File: config.mk
export PLATFORM = sky130hd
export DESIGN_NAME = key_debounce_conditioner
export DESIGN_NICKNAME = d
export VERILOG_FILES = /design/src/rtl/key_debounce_conditioner.sv
export SDC_FILE = /design/constraint.sdc
export NUM_CORES = 1
export LEC_CHECK = 0
export CAP_MARGIN = 0
export CORE_UTILIZATION = 55
export DETAILED_ROUTE_END_ITERATION = 6
export MAX_ROUTING_LAYER = met4
export PLACE_DENSITY = 0.77
export SYNTH_ARGS = -nofsm -noshare
export SYNTH_HDL_FRONTEND = slang
export SYNTH_HIERARCHICAL = 1
export SYNTH_SLANG_ARGS = --single-unit
File: constraint.sdc
create_clock -name clk_clk -period 4.2 [get_ports clk_clk]
set_clock_uncertainty 0.2 [all_clocks]
set_input_delay 0.84 -clock clk_clk [delete_from_list [all_inputs] [get_ports clk_clk]]
set_output_delay 0.84 -clock clk_clk [all_outputs]
set_load 0.01 [all_outputs]
File: src/rtl/key_debounce_conditioner.sv
// Push-button conditioner: per-key 2-FF sync, stability-count debounce,
// press/release pulses and a long-press hold flag. Keys are independent.

module key_debounce_lane #(
  parameter int DEBOUNCE_CYCLES = 1_000_000,
  parameter int HOLD_CYCLES     = 50_000_000
) (
  input  logic clk_clk,
  input  logic reset_reset_n,
  input  logic key_raw_n,
  output logic key_db_n,
  output logic key_press,
  output logic key_release,
  output logic key_hold
);
  localparam int DW = $clog2(DEBOUNCE_CYCLES);
  localparam int HW = $clog2(HOLD_CYCLES + 1);
  localparam logic [DW-1:0] DCNT_LAST = DW'(DEBOUNCE_CYCLES - 1);
  localparam logic [HW-1:0] HCNT_MAX  = HW'(HOLD_CYCLES);
  localparam logic [HW-1:0] HCNT_PRE  = HW'(HOLD_CYCLES - 1);

  logic          s1, s2;
  logic [DW-1:0] dcnt;
  logic [HW-1:0] hcnt;
  logic          accept;
  logic          db_nxt;

  // Acceptance happens on the DEBOUNCE_CYCLES-th consecutive mismatching sample
  always_comb begin
    accept = (s2 != key_db_n) && (dcnt == DCNT_LAST);
    db_nxt = accept ? s2 : key_db_n;
  end

  // Two-flop synchronizer; idles high (released)
  always_ff @(posedge clk_clk or negedge reset_reset_n) begin
    if (!reset_reset_n) begin
      s1 <= 1'b1;
      s2 <= 1'b1;
    end else begin
      s1 <= key_raw_n;
      s2 <= s1;
    end
  end

  // Stability counter; any agreeing sample aborts a pending change
  always_ff @(posedge clk_clk or negedge reset_reset_n) begin
    if (!reset_reset_n) begin
      dcnt        <= '0;
      key_db_n    <= 1'b1;
      key_press   <= 1'b0;
      key_release <= 1'b0;
    end else begin
      key_press   <= accept & ~s2;
      key_release <= accept &  s2;
      key_db_n    <= db_nxt;
      if (s2 == key_db_n || accept) dcnt <= '0;
      else                          dcnt <= dcnt + 1'b1;
    end
  end

  // Hold timer: counts cycles with the debounced level low, saturating.
  // Clear looks at db_nxt so key_hold drops on the same edge as key_release.
  always_ff @(posedge clk_clk or negedge reset_reset_n) begin
    if (!reset_reset_n) begin
      hcnt     <= '0;
      key_hold <= 1'b0;
    end else if (db_nxt) begin
      hcnt     <= '0;
      key_hold <= 1'b0;
    end else if (!key_db_n && hcnt != HCNT_MAX) begin
      hcnt <= hcnt + 1'b1;
      if (hcnt == HCNT_PRE) key_hold <= 1'b1;
    end
  end
endmodule

module key_debounce_conditioner #(
  parameter int N_KEYS          = 4,
  parameter int DEBOUNCE_CYCLES = 1_000_000,
  parameter int HOLD_CYCLES     = 50_000_000
) (
  input  logic              clk_clk,
  input  logic              reset_reset_n,
  input  logic [N_KEYS-1:0] key_raw_n,
  output logic [N_KEYS-1:0] key_db_n,
  output logic [N_KEYS-1:0] key_press,
  output logic [N_KEYS-1:0] key_release,
  output logic [N_KEYS-1:0] key_hold
);
  for (genvar g = 0; g < N_KEYS; g++) begin : g_lane
    key_debounce_lane #(
      .DEBOUNCE_CYCLES(DEBOUNCE_CYCLES),
      .HOLD_CYCLES    (HOLD_CYCLES)
    ) u_lane (
      .clk_clk      (clk_clk),
      .reset_reset_n(reset_reset_n),
      .key_raw_n    (key_raw_n[g]),
      .key_db_n     (key_db_n[g]),
      .key_press    (key_press[g]),
      .key_release  (key_release[g]),
      .key_hold     (key_hold[g])
    );
  end
endmodule

# [Yosys cells after proc, flatten, opt, wreduce, memory -nomap -nowiden]
# Index checks and enable logic that the tools add are counted.
[op_classes] div=0 bitwise_logic=12 addsub=8 eq_ne=20 reduce_logical=28 mul=0 n_lt_le_gt_ge=0 n_mux=28 shifts=0
[ops] op="2-to-1 mux 26 bit" count=8
[ops] op="adder 26 x 1 -> 26 bit (second input constant)" count=4
[ops] op="== test 26 bit (second input constant)" count=4
[ops] op="!= test 26 bit (second input constant)" count=4
[ops] op="adder 20 x 1 -> 20 bit (second input constant)" count=4
[ops] op="== test 20 bit (second input constant)" count=4
[ops] op="2-to-1 mux 20 bit" count=4
[ops] op="2-to-1 mux 1 bit" count=16
[ops] op="nonzero test 2 bit" count=8
[ops] op="bitwise AND 1 bit" count=8
[ops] op="logical AND 1 bit" count=8
[ops] op="AND reduction 2 bit" count=4
[ops] op="== test 1 bit" count=4
[ops] op="logical NOT 1 bit" count=4
[ops] op="logical OR 1 bit" count=4
[ops] op="!= test 1 bit" count=4
[ops] op="NOT 1 bit" count=4
[totals] n_memories=0 mem_bits_rw=0 regBits=208 wordCells=128 latch_bits=0 out_inout_bits=16 romBits=0 in_bits=6

# [Longest topological paths before layout]
# Gate-level depths: netlist (run 1).
[logic_depth] ltp_word=5 ltp_mapped=7 depth_no_buf=7

# [By module]
# Netlist (run 1), hierarchy kept.
[by_module_without_submodules] module="key_debounce_lane at g_lane[0].u_lane ..." cells_each=253 seq_area_each_um2=1305.0 instances=3 area_per_inst_um2=2572.5
[by_module_without_submodules] module="key_debounce_lane at g_lane[1].u_lane" cells_each=256 seq_area_each_um2=1305.0 instances=1 area_per_inst_um2=2600.0

# [Worst setup path after synthesis (run 1)]
# No wires, ideal clock.
[synth_timing] path_type="flip-flop to flip-flop" startpoint="reg g_lane[1].u_lane.hcnt[8]" endpoint="reg g_lane[1].u_lane.hcnt[2]" path_buffers=0 setup_time_ps=96 arrival_time_ps=1735 path_slack_ps=2169 period_less_slack_ps=2031 path_stages_with_launch=6 t_required_ps=3904 path_cell_list="dfrtp_1 or4b_1 nor3b_2 a41oi_2 and3_4 nor4_2"
[synth_between] elab_chain_cells=3
[synth_lines] item="start: declaration" line="24" source="logic [HW-1:0] hcnt;"
[synth_lines] item="start signal: assignment" line="71" source="hcnt <= hcnt + 1'b1;"
[synth_lines] item="!= test 26 bit" line="70" source="end else if (!key_db_n && hcnt != HCNT_MAX) begin"
[synth_lines] item="logical AND 1 bit" line="70"
[synth_lines] item="nonzero test 2 bit (no source line)"
# Every way passes these cells.
# A chain may end at the register's enable or synchronous reset.

# [Worst setup path after layout (run 1)]
[layout_timing] startpoint="reg g_lane[1].u_lane.key_db_n" endpoint="out key_db_n[1]"
[layout_rtl] item="start: declaration" line="11" source="output logic key_db_n,"
[layout_rtl] item="start signal: assignment" line="55" source="key_db_n <= db_nxt;"
[layout_rtl] item="end: declaration" line="85" source="output logic [N_KEYS-1:0] key_db_n,"
# No word-level cell between the ends.

==> flow_summary.ini, run 1 <==
[cells_and_area]
syn_to_final_growth_pct = 10.9
nets = 1061
multi_input_area_sq_um = 4860
postLayoutCoreUtil_pct = 63.0
n_fill_cell = 1466
antenna_cells = 0
seq_area_sq_um = 5220
drive_gt1_share_pct = 8.31

[worst_hold_path]
hp-start = g_lane[3].u_lane/s1$_DFF_PN1_
worstHoldEndpoint = g_lane[3].u_lane/s2$_DFF_PN1_
hold_depth = 0
hold_path_class = reg -> reg

[clocking]
postCtsHoldBufs = 0
clock_latency_ps = 500
htree_levels = 1
cts.sinks = 208
cts_made_buffers = 23
clockBufferDepth = 3
cts_tree = done
root_buffer = clkbuf_16
postCtsResizedCells = 0
post_cts_buffers = 0
path_clk_slew_ps = 60

[yosys]
ys_types = 45
ys.flop_type = dfrtp_1
yosys.area.top_type_share_pct = 47.5
syn_nets = 1033
syn-instance-count = 1015
ys_top_cells_by_count = nor2_1, dfrtp_1, xor2_1
synth-edff-count = 0
synth-seq-cells = 208
netlist_area_sq_um = 10300
yosys.area.top_type = dfrtp_1
ys_warn_count = 6
synth.avg_cell_area_sq_um = 10.2
yosysMostFrequentCell = nor2_1
async_flop_share_pct = 100
synth_area_leaders = dfrtp_1, xor2_1, nor2_1, xnor2_1, nand3_1
ys_seq_area_share_pct = 50.6

[routing]
viasPerCell = 5.58
dr.pass1.iters = 7
via_count = 7187
drtAntennaViolNets = 0
first_iter_violations = 384
drc = 0
post_drt_wl_per_cell_microns = 14.6
routed_wl_mm = 18.8

[power]
p_leak_nw = 4.96
power_mw = 4.07
vdd_ir_drop_max_uv = 340
pwr_density_cell_nw_per_um2 = 356

[setup_path]
path_cells = clkdlybuf4s50_1
setup.worst_path.start_class = register
critPathLaunch = g_lane[1].u_lane/key_db_n$_DFF_PN1_
rr_worst_depth = 4
worstPathMaxFanout = 14
critPathRequiredTime_ps = 3160
arrival_ps = 1760
path_delay_family = flip-flops
cp_num_buf_inv = 1
worstReg2RegEnd = g_lane[1].u_lane/hcnt[2]$_DFFE_PN0P_
reg2reg_slack_ps = 1930
r2r-start = g_lane[1].u_lane/dcnt[8]$_DFF_PN0_
cp_slowest_stage_delay_ps = 680
critPathKind = reg -> out
worst_setup_path_end_kind = primary output
cp_slowest_cell = dfstp_2

[placement]
pre_cts_ws_ps = 1920
dp_hpwl_mm = 11.9
portBuffers = 21
gp_congestion = 0.841

[timing]
max_freq_mhz = 358
fin_ws_ps = 1400
worst_pin_slew_ps = 919
min_period_ps = 2800
setup-tns-final_ps = 0
maxSlewViolCount = 0
rsz0062_at_grt = false
setup-violations-final = 0
maxSlewHeadroom_pct = 38.3
fin_crit_sh_pct = 66.5
finalHoldViolCount = 0

[global_routing]
grt_start_max_net_pins = 78
grt_use_total_pct = 20.9
antenna_found_initial = 0
grt_pass1_vias = 6999
grt_overflow = 0
grt_pass1_wl_mm = 33.0

[die]
initial_core_util_pct = 56.9
chipWidth_microns = 139
placementRows = 49
die-area_sq_um = 19300
core_area_sq_um = 18100
pin_count = 22
die_height_microns = 139

[flow_run]
maxCapViolations = 0

[outcome]
outcome = finished clean
==> kinds of logic after synthesis <==
| family | share of synthesized area, % |
|---|---|
| AOI/OAI and AO/OA | 0.885 |
| xor gates and xnor gates | 14.8 |
| adders and majority gates | 1.46 |
| buffers and inverters | 2.27 |
| DFF | 50.6 |
| muxes | 0.970 |
| and+or+nand+nor | 29.1 |
==> flip-flops by register name, indices dropped and copies added, names as in the netlist <==
name	flops
g_lane.u_lane/dcnt	80
g_lane.u_lane/hcnt	104
g_lane.u_lane/key_db_n	4
g_lane.u_lane/key_hold	4
g_lane.u_lane/key_press	4
g_lane.u_lane/key_release	4
g_lane.u_lane/s1	4
g_lane.u_lane/s2	4
==> placed cells by master (no fill, tap or decap), drive strengths merged, types with 4 or more instances in the layout <==
cell type      instances
nor2                 218
dfrtp                196
xor2                 116
nand3                 81
nand2                 62
xnor2                 58
nand4                 51
clkbuf                36
nor4                  35
nor3                  31
inv                   20
clkdlybuf4s50         20
and3                  19
ha                    12
dfstp                 12
nor3b                 10
nand3b                 9
nand4b                 8
and2                   8
and4                   7
a21oi                  5
nor4b                  5
mux2                   4
or4b                   4
mux2i                  4
buf                    4
==> worst reg2reg max path: cells and delay by family, from the launching register on <==
family / cells / cell delay, ps
flip-flops: 1 / 430
multiplexers: 1 / 470
AND/OR/NAND/NOR: 3 / 1070
==> stage by stage <==
step / hold WS, ps / std cells / instance area, sq um
finish: 155 / 1288 / 11400
global route: 159 / 1288 / 11400
CTS: 153 / 1288 / 11400
detailed placement: 147 / 1247 / 10700
global placement: 146 / 1247 / 10700
floorplan: 145 / 1015 / 10300
==> how the worst max path moves through the flow <==
stage / end / slack [ps] / cells after the start
6_report: key_db_n[1] / 1400 / 1
5_1_grt: key_db_n[1] / 1340 / 1
4_1_cts: key_db_n[1] / 1380 / 1
3_5_place_dp: key_db_n[1] / 1920 / 1
3_3_place_gp: key_db_n[1] / 1930 / 1
2_1_floorplan: g_lane[1].u_lane/hcnt[2]$_DFFE_PN0P_ / 2170 / 5
==> area by class of cell <==
| type | instances | area share (%) |
|---|---|---|
| clock inverters | 6 | 0.525 |
| well taps | 229 | 2.50 |
| clock buffers | 35 | 6.04 |
| multi-input cells | 765 | 42.5 |
| inverters | 20 | 0.656 |
| flip-flops and latches | 208 | 45.6 |
| repair buffers | 25 | 2.13 |
==> power by group <==
group	internal, mW	leakage (nW)	switching [mW]
Sequential	2.02	2.80	0.0148
Clock	1.19	0.366	0.770
Combinational	0.0175	1.80	0.0569
Total	3.23	4.96	0.842
==> routing by layer <==
layer	up-vias	part of all wire (%)	global-route usage (%)
li1	3535	-	-
met1	3508	47	28.1
met2	108	47	33.2
met3	36	3.2	3.14
met4	0	2.3	5.73
met5	-	0	-
Power figures use the tool's default switching activity.
==> run 2: changes to the inputs <==
==> constraint.sdc (replaced) <==
create_clock -name clk_clk -period 2.63 [get_ports clk_clk]
set_clock_uncertainty 0.2 [all_clocks]
set_input_delay 0.526 -clock clk_clk [delete_from_list [all_inputs] [get_ports clk_clk]]
set_output_delay 0.526 -clock clk_clk [all_outputs]
set_load 0.01 [all_outputs]
==> flow_summary.ini, run 2 (synthesis results as in run 1) <==
[cells_and_area]
syn_to_final_growth_pct = 11.4
largest-register = g_lane.u_lane/hcnt
nets = 1067
layout_common_cells = nor2_1, dfrtp_1, xor2_1
antenna_cells = 0
drive_gt1_share_pct = 8.64
largest_reg_flops = 104
layout_commonest_cell = nor2_1
postLayoutCoreUtil_pct = 63.3
reg_top3 = g_lane.u_lane/hcnt: 104 flops, g_lane.u_lane/dcnt: 80 flops

[clocking]
root_buffer = clkbuf_16
cts_tree = done
clockBufferDepth = 3
path_clk_slew_ps = 60
clock_latency_ps = 500
htree_levels = 1
cts_made_buffers = 22
cts.sinks = 208

[placement]
portBuffers = 21
gp_congestion = 0.815
dp_hpwl_mm = 11.9

[die]
initial_core_util_pct = 56.9
pin_count = 22
die_height_microns = 139
core_area_sq_um = 18100
chipWidth_microns = 139
die-area_sq_um = 19300
placementRows = 49

[setup_path]
critPathRequiredTime_ps = 1900
critPathKind = reg -> out
r2r-start = g_lane[1].u_lane/dcnt[2]$_DFF_PN0_
setup.worst_path.start_class = register
arrival_ps = 1770
cp_slowest_stage_delay_ps = 690
rr_worst_depth = 5
critPathLaunch = g_lane[1].u_lane/key_db_n$_DFF_PN1_
cp_slowest_cell = dfstp_2
worst_setup_path_end_kind = primary output
path_cells = clkdlybuf4s50_1
worstPathMaxFanout = 14
reg2reg_slack_ps = 440
path_delay_family = flip-flops
worstReg2RegEnd = g_lane[1].u_lane/hcnt[2]$_DFFE_PN0P_
cp_num_buf_inv = 1

[power]
p_comb_share_pct = 2.0
p_leak_nw = 5.00
p_sw_share_pct = 20.4
switchingPower_mw = 1.31
vdd_ir_drop_max_uv = 530
pwr_density_cell_nw_per_um2 = 556
power_frac_seq_pct = 50.9
clkPwrFrac_pct = 47.1
intPower_mw = 5.09

[timing]
fin_crit_sh_pct = 95.0
min_period_ps = 2500
max_freq_mhz = 400
worst_pin_slew_ps = 755
maxSlewViolCount = 0
finalHoldViolCount = 0
setup-violations-final = 0
rsz0062_at_grt = false
maxSlewHeadroom_pct = 49.2
setup-tns-final_ps = 0

[global_routing]
grt_pass1_vias = 7096
grt_start_max_net_pins = 70
antenna_found_initial = 0
grt_use_total_pct = 20.9
grt_pass1_wl_mm = 33.2
grt_overflow = 0

[worst_hold_path]
hp-start = g_lane[2].u_lane/s1$_DFF_PN1_
hold_path_class = reg -> reg
hold_depth = 0
worstHoldEndpoint = g_lane[2].u_lane/s2$_DFF_PN1_

[flow_run]
maxCapViolations = 0

[routing]
post_drt_wl_per_cell_microns = 14.5
dr.pass1.iters = 6
viasPerCell = 5.59
drc = 0
routed_wl_mm = 18.7
first_iter_violations = 493
via_count = 7231
drtAntennaViolNets = 0

[outcome]
outcome = finished clean
==> run 2: repair_timing <==
item                      in CTS  in global routing
setup buffers                  0                  0
resized for setup              0                  0
hold endpoints to repair      60                  0
hold buffers                   1                  0
==> run 2: worst register-to-register path, delay by kind of cell, from the launching register on <==
kind             cells  cell delay (ps)
muxes                1              480
and+or+nand+nor      4             1020
DFF                  1              410
==> run 2: layout make-up <==
cell class	instances	area [sq um]
Clock buffer	37	708
Clock inverter	3	15.0
Fill cell	1426	6660
Inverter	20	75.1
Multi-Input combinational cell	765	4860
Sequential cell	208	5220
Tap cell	229	287
Timing Repair Buffer	32	324
==> run 2: power groups by stage <==
stage	Clock, mW	Sequential (mW)	Combinational, mW
finish	3.01	3.25	0.129
global placement	0	3.31	0.132
CTS	3.10	3.25	0.135
global route	3.23	3.25	0.153
floorplan	0	3.30	0.0393
detailed placement	0	3.31	0.133
==> run 2: per-layer routing <==
metal  track usage [%]  routed length [microns]
met5                 -                        0
met4              5.67                      386
met3              3.28                      627
met2              32.2                     8660
met1              28.9                     9050
==> run 2: how the worst max path moves through the flow <==
stage,cells after the start,to
2_1_floorplan,5,g_lane[1].u_lane/hcnt[2]$_DFFE_PN0P_
3_3_place_gp,4,g_lane[1].u_lane/hcnt[2]$_DFFE_PN0P_
3_5_place_dp,4,g_lane[1].u_lane/hcnt[2]$_DFFE_PN0P_
4_1_cts,1,key_db_n[1]
5_1_grt,1,key_db_n[1]
6_report,1,key_db_n[1]
==> run 2: through the flow <==
stage                     instances  worst slack, ps  power [mW]  hold slack [ps]  area [sq um]
after floorplan                1015              599        3.34             30.4         10300
after global placement         1253              470        3.44              148         10800
after detailed placement       1253              454        3.44              147         10800
after CTS                      1294              119        6.48              155         11500
after global routing           1294             76.0        6.64              156         11500
final                          1294              131        6.39              154         11500
==> run 3: changes to the inputs <==
--- a/config.mk
+++ b/config.mk
@@ -6,10 +6,13 @@
 export NUM_CORES = 1
 export LEC_CHECK = 0
 export CAP_MARGIN = 0
+export CORE_ASPECT_RATIO = 1.1
 export CORE_UTILIZATION = 55
+export CTS_CLUSTER_DIAMETER = 120
 export DETAILED_ROUTE_END_ITERATION = 6
+export DONT_BUFFER_PORTS = 1
 export MAX_ROUTING_LAYER = met4
-export PLACE_DENSITY = 0.77
+export PLACE_DENSITY = 0.75
 export SYNTH_ARGS = -nofsm -noshare
 export SYNTH_HDL_FRONTEND = slang
 export SYNTH_HIERARCHICAL = 1
==> flow_summary.ini, run 3 (synthesis results as in run 1) <==
[timing]
fin_crit_sh_pct = 83.5
hold_ws_ps = -463
max_freq_mhz = 456
worst_pin_slew_ps = 725
setup-violations-final = 0
setup-tns-final_ps = 0
rsz0062_at_grt = false
min_period_ps = 2200
maxSlewHeadroom_pct = 51.4
maxSlewViolCount = 0
finalHoldViolCount = 208

[die]
placementRows = 52
die_height_microns = 146
chipWidth_microns = 133
die-area_sq_um = 19300
initial_core_util_pct = 56.0
core_area_sq_um = 18400
pin_count = 22

[cells_and_area]
n_fill_cell = 1523
largest_reg_flops = 104
antenna_cells = 0
nets = 1044
multi_input_area_sq_um = 4860
drive_gt1_share_pct = 8.45
layout_common_cells = nor2_1, dfrtp_1, xor2_1
largest-register = g_lane.u_lane/hcnt
reg_top3 = g_lane.u_lane/hcnt: 104 flops, g_lane.u_lane/dcnt: 80 flops
seq_area_sq_um = 5220
syn_to_final_growth_pct = 9.79
layout_commonest_cell = nor2_1

[clocking]
root_buffer = clkbuf_16
clock_latency_ps = 500
cts_made_buffers = 23
postCtsHoldBufs = 4
htree_levels = 1
clockBufferDepth = 3
path_clk_slew_ps = 60
cts_tree = done
cts.sinks = 208
postCtsResizedCells = 0
post_cts_buffers = 0

[power]
p_leak_nw = 4.92
pwr_density_cell_nw_per_um2 = 586
vdd_ir_drop_max_uv = 449
power_mw = 6.64

[setup_path]
worstPathMaxFanout = 28
path_cells = and4_1 -> nand2_1 -> nand4b_4 -> mux2_4 -> nor4_2
worst_setup_path_end_kind = register
arrival_ps = 2390
cp_slowest_cell = mux2_4
critPathRequiredTime_ps = 2830
critPathKind = reg -> reg
setup.worst_path.start_class = register
cp_slowest_stage_delay_ps = 470

[global_routing]
antenna_found_initial = 0
grt_pass1_wl_mm = 32.1
grt_use_total_pct = 20.3
grt_overflow = 0
grt_start_max_net_pins = 209
grt_pass1_vias = 6991

[routing]
via_count = 7083
routed_wl_mm = 17.9
drtAntennaViolNets = 0
drc = 0
post_drt_wl_per_cell_microns = 14.0
first_iter_violations = 391
viasPerCell = 5.51
dr.pass1.iters = 4

[flow_run]
maxCapViolations = 0

[placement]
gp_congestion = 0.825
dp_hpwl_mm = 11.2
portBuffers = 0

[outcome]
outcome = complete, but fails checks
violations = hold timing

[worst_hold_path]
hold_path_class = in -> async
[run 3: area by class of cell]
| type | count | share of cell area [%] |
|---|---|---|
| Sequential cell | 208 | 46.1 |
| Multi-Input combinational cell | 765 | 42.9 |
| Clock buffer | 30 | 5.58 |
| Tap cell | 243 | 2.68 |
| Clock inverter | 11 | 1.44 |
| Inverter | 20 | 0.663 |
| Timing Repair Buffer | 8 | 0.619 |
[run 3: stage by stage]
stage	cells	hold slack [ps]	utilization, %	setup WS [ps]	cell area, sq um
after floorplan	1015	30.4	-	599	10300
after global placement	1240	41.8	57.0	459	10500
after detailed placement	1240	42.2	57.0	422	10500
after CTS	1285	-487	61.5	409	11300
after global routing	1285	-493	61.5	313	11300
final	1285	-463	61.5	435	11300
[run 3: worst max-delay path, delay by kind of cell (launching register included)]
family           cells  cell delay, ps
AND/OR/NAND/NOR      4            1020
multiplexers         1             470
flip-flops           1             400
[run 3: power breakdown]
group	leakage [nW]	internal, mW	total (mW)	switching (mW)
clock	0.382	2.08	3.34	1.25
combinational	1.74	0.0221	0.0533	0.0311
sequential	2.80	3.23	3.25	0.0233
total	4.92	5.33	6.64	1.31
[run 3: worst paths after layout]
| path | from | endpoint | slack (ps) | depth (start not counted) |
|---|---|---|---|---|
| worst max-delay path | g_lane[1].u_lane/dcnt[2]$_DFF_PN0_ | g_lane[1].u_lane/hcnt[2]$_DFFE_PN0P_ | 430 | 5 |
| max in group asynchronous | reset_reset_n | g_lane[3].u_lane/key_db_n$_DFF_PN1_ | 2280 | 0 |
| min in group clk_clk | g_lane[2].u_lane/s1$_DFF_PN1_ | g_lane[2].u_lane/s2$_DFF_PN1_ | 160 | 0 |
| worst min-delay path | reset_reset_n | g_lane[0].u_lane/dcnt[5]$_DFF_PN0_ | -460 | 0 |
| worst min register to register | g_lane[2].u_lane/s1$_DFF_PN1_ | g_lane[2].u_lane/s2$_DFF_PN1_ | 160 | 0 |
| worst max register to register | g_lane[1].u_lane/dcnt[2]$_DFF_PN0_ | g_lane[1].u_lane/hcnt[2]$_DFFE_PN0P_ | 430 | 5 |
[run 3: metal layers]
layer  GRT usage [%]  routed length [microns]
met5               -                        0
met4            5.46                      393
met3            3.03                      521
met2            33.2                     8550
met1            26.4                     8460
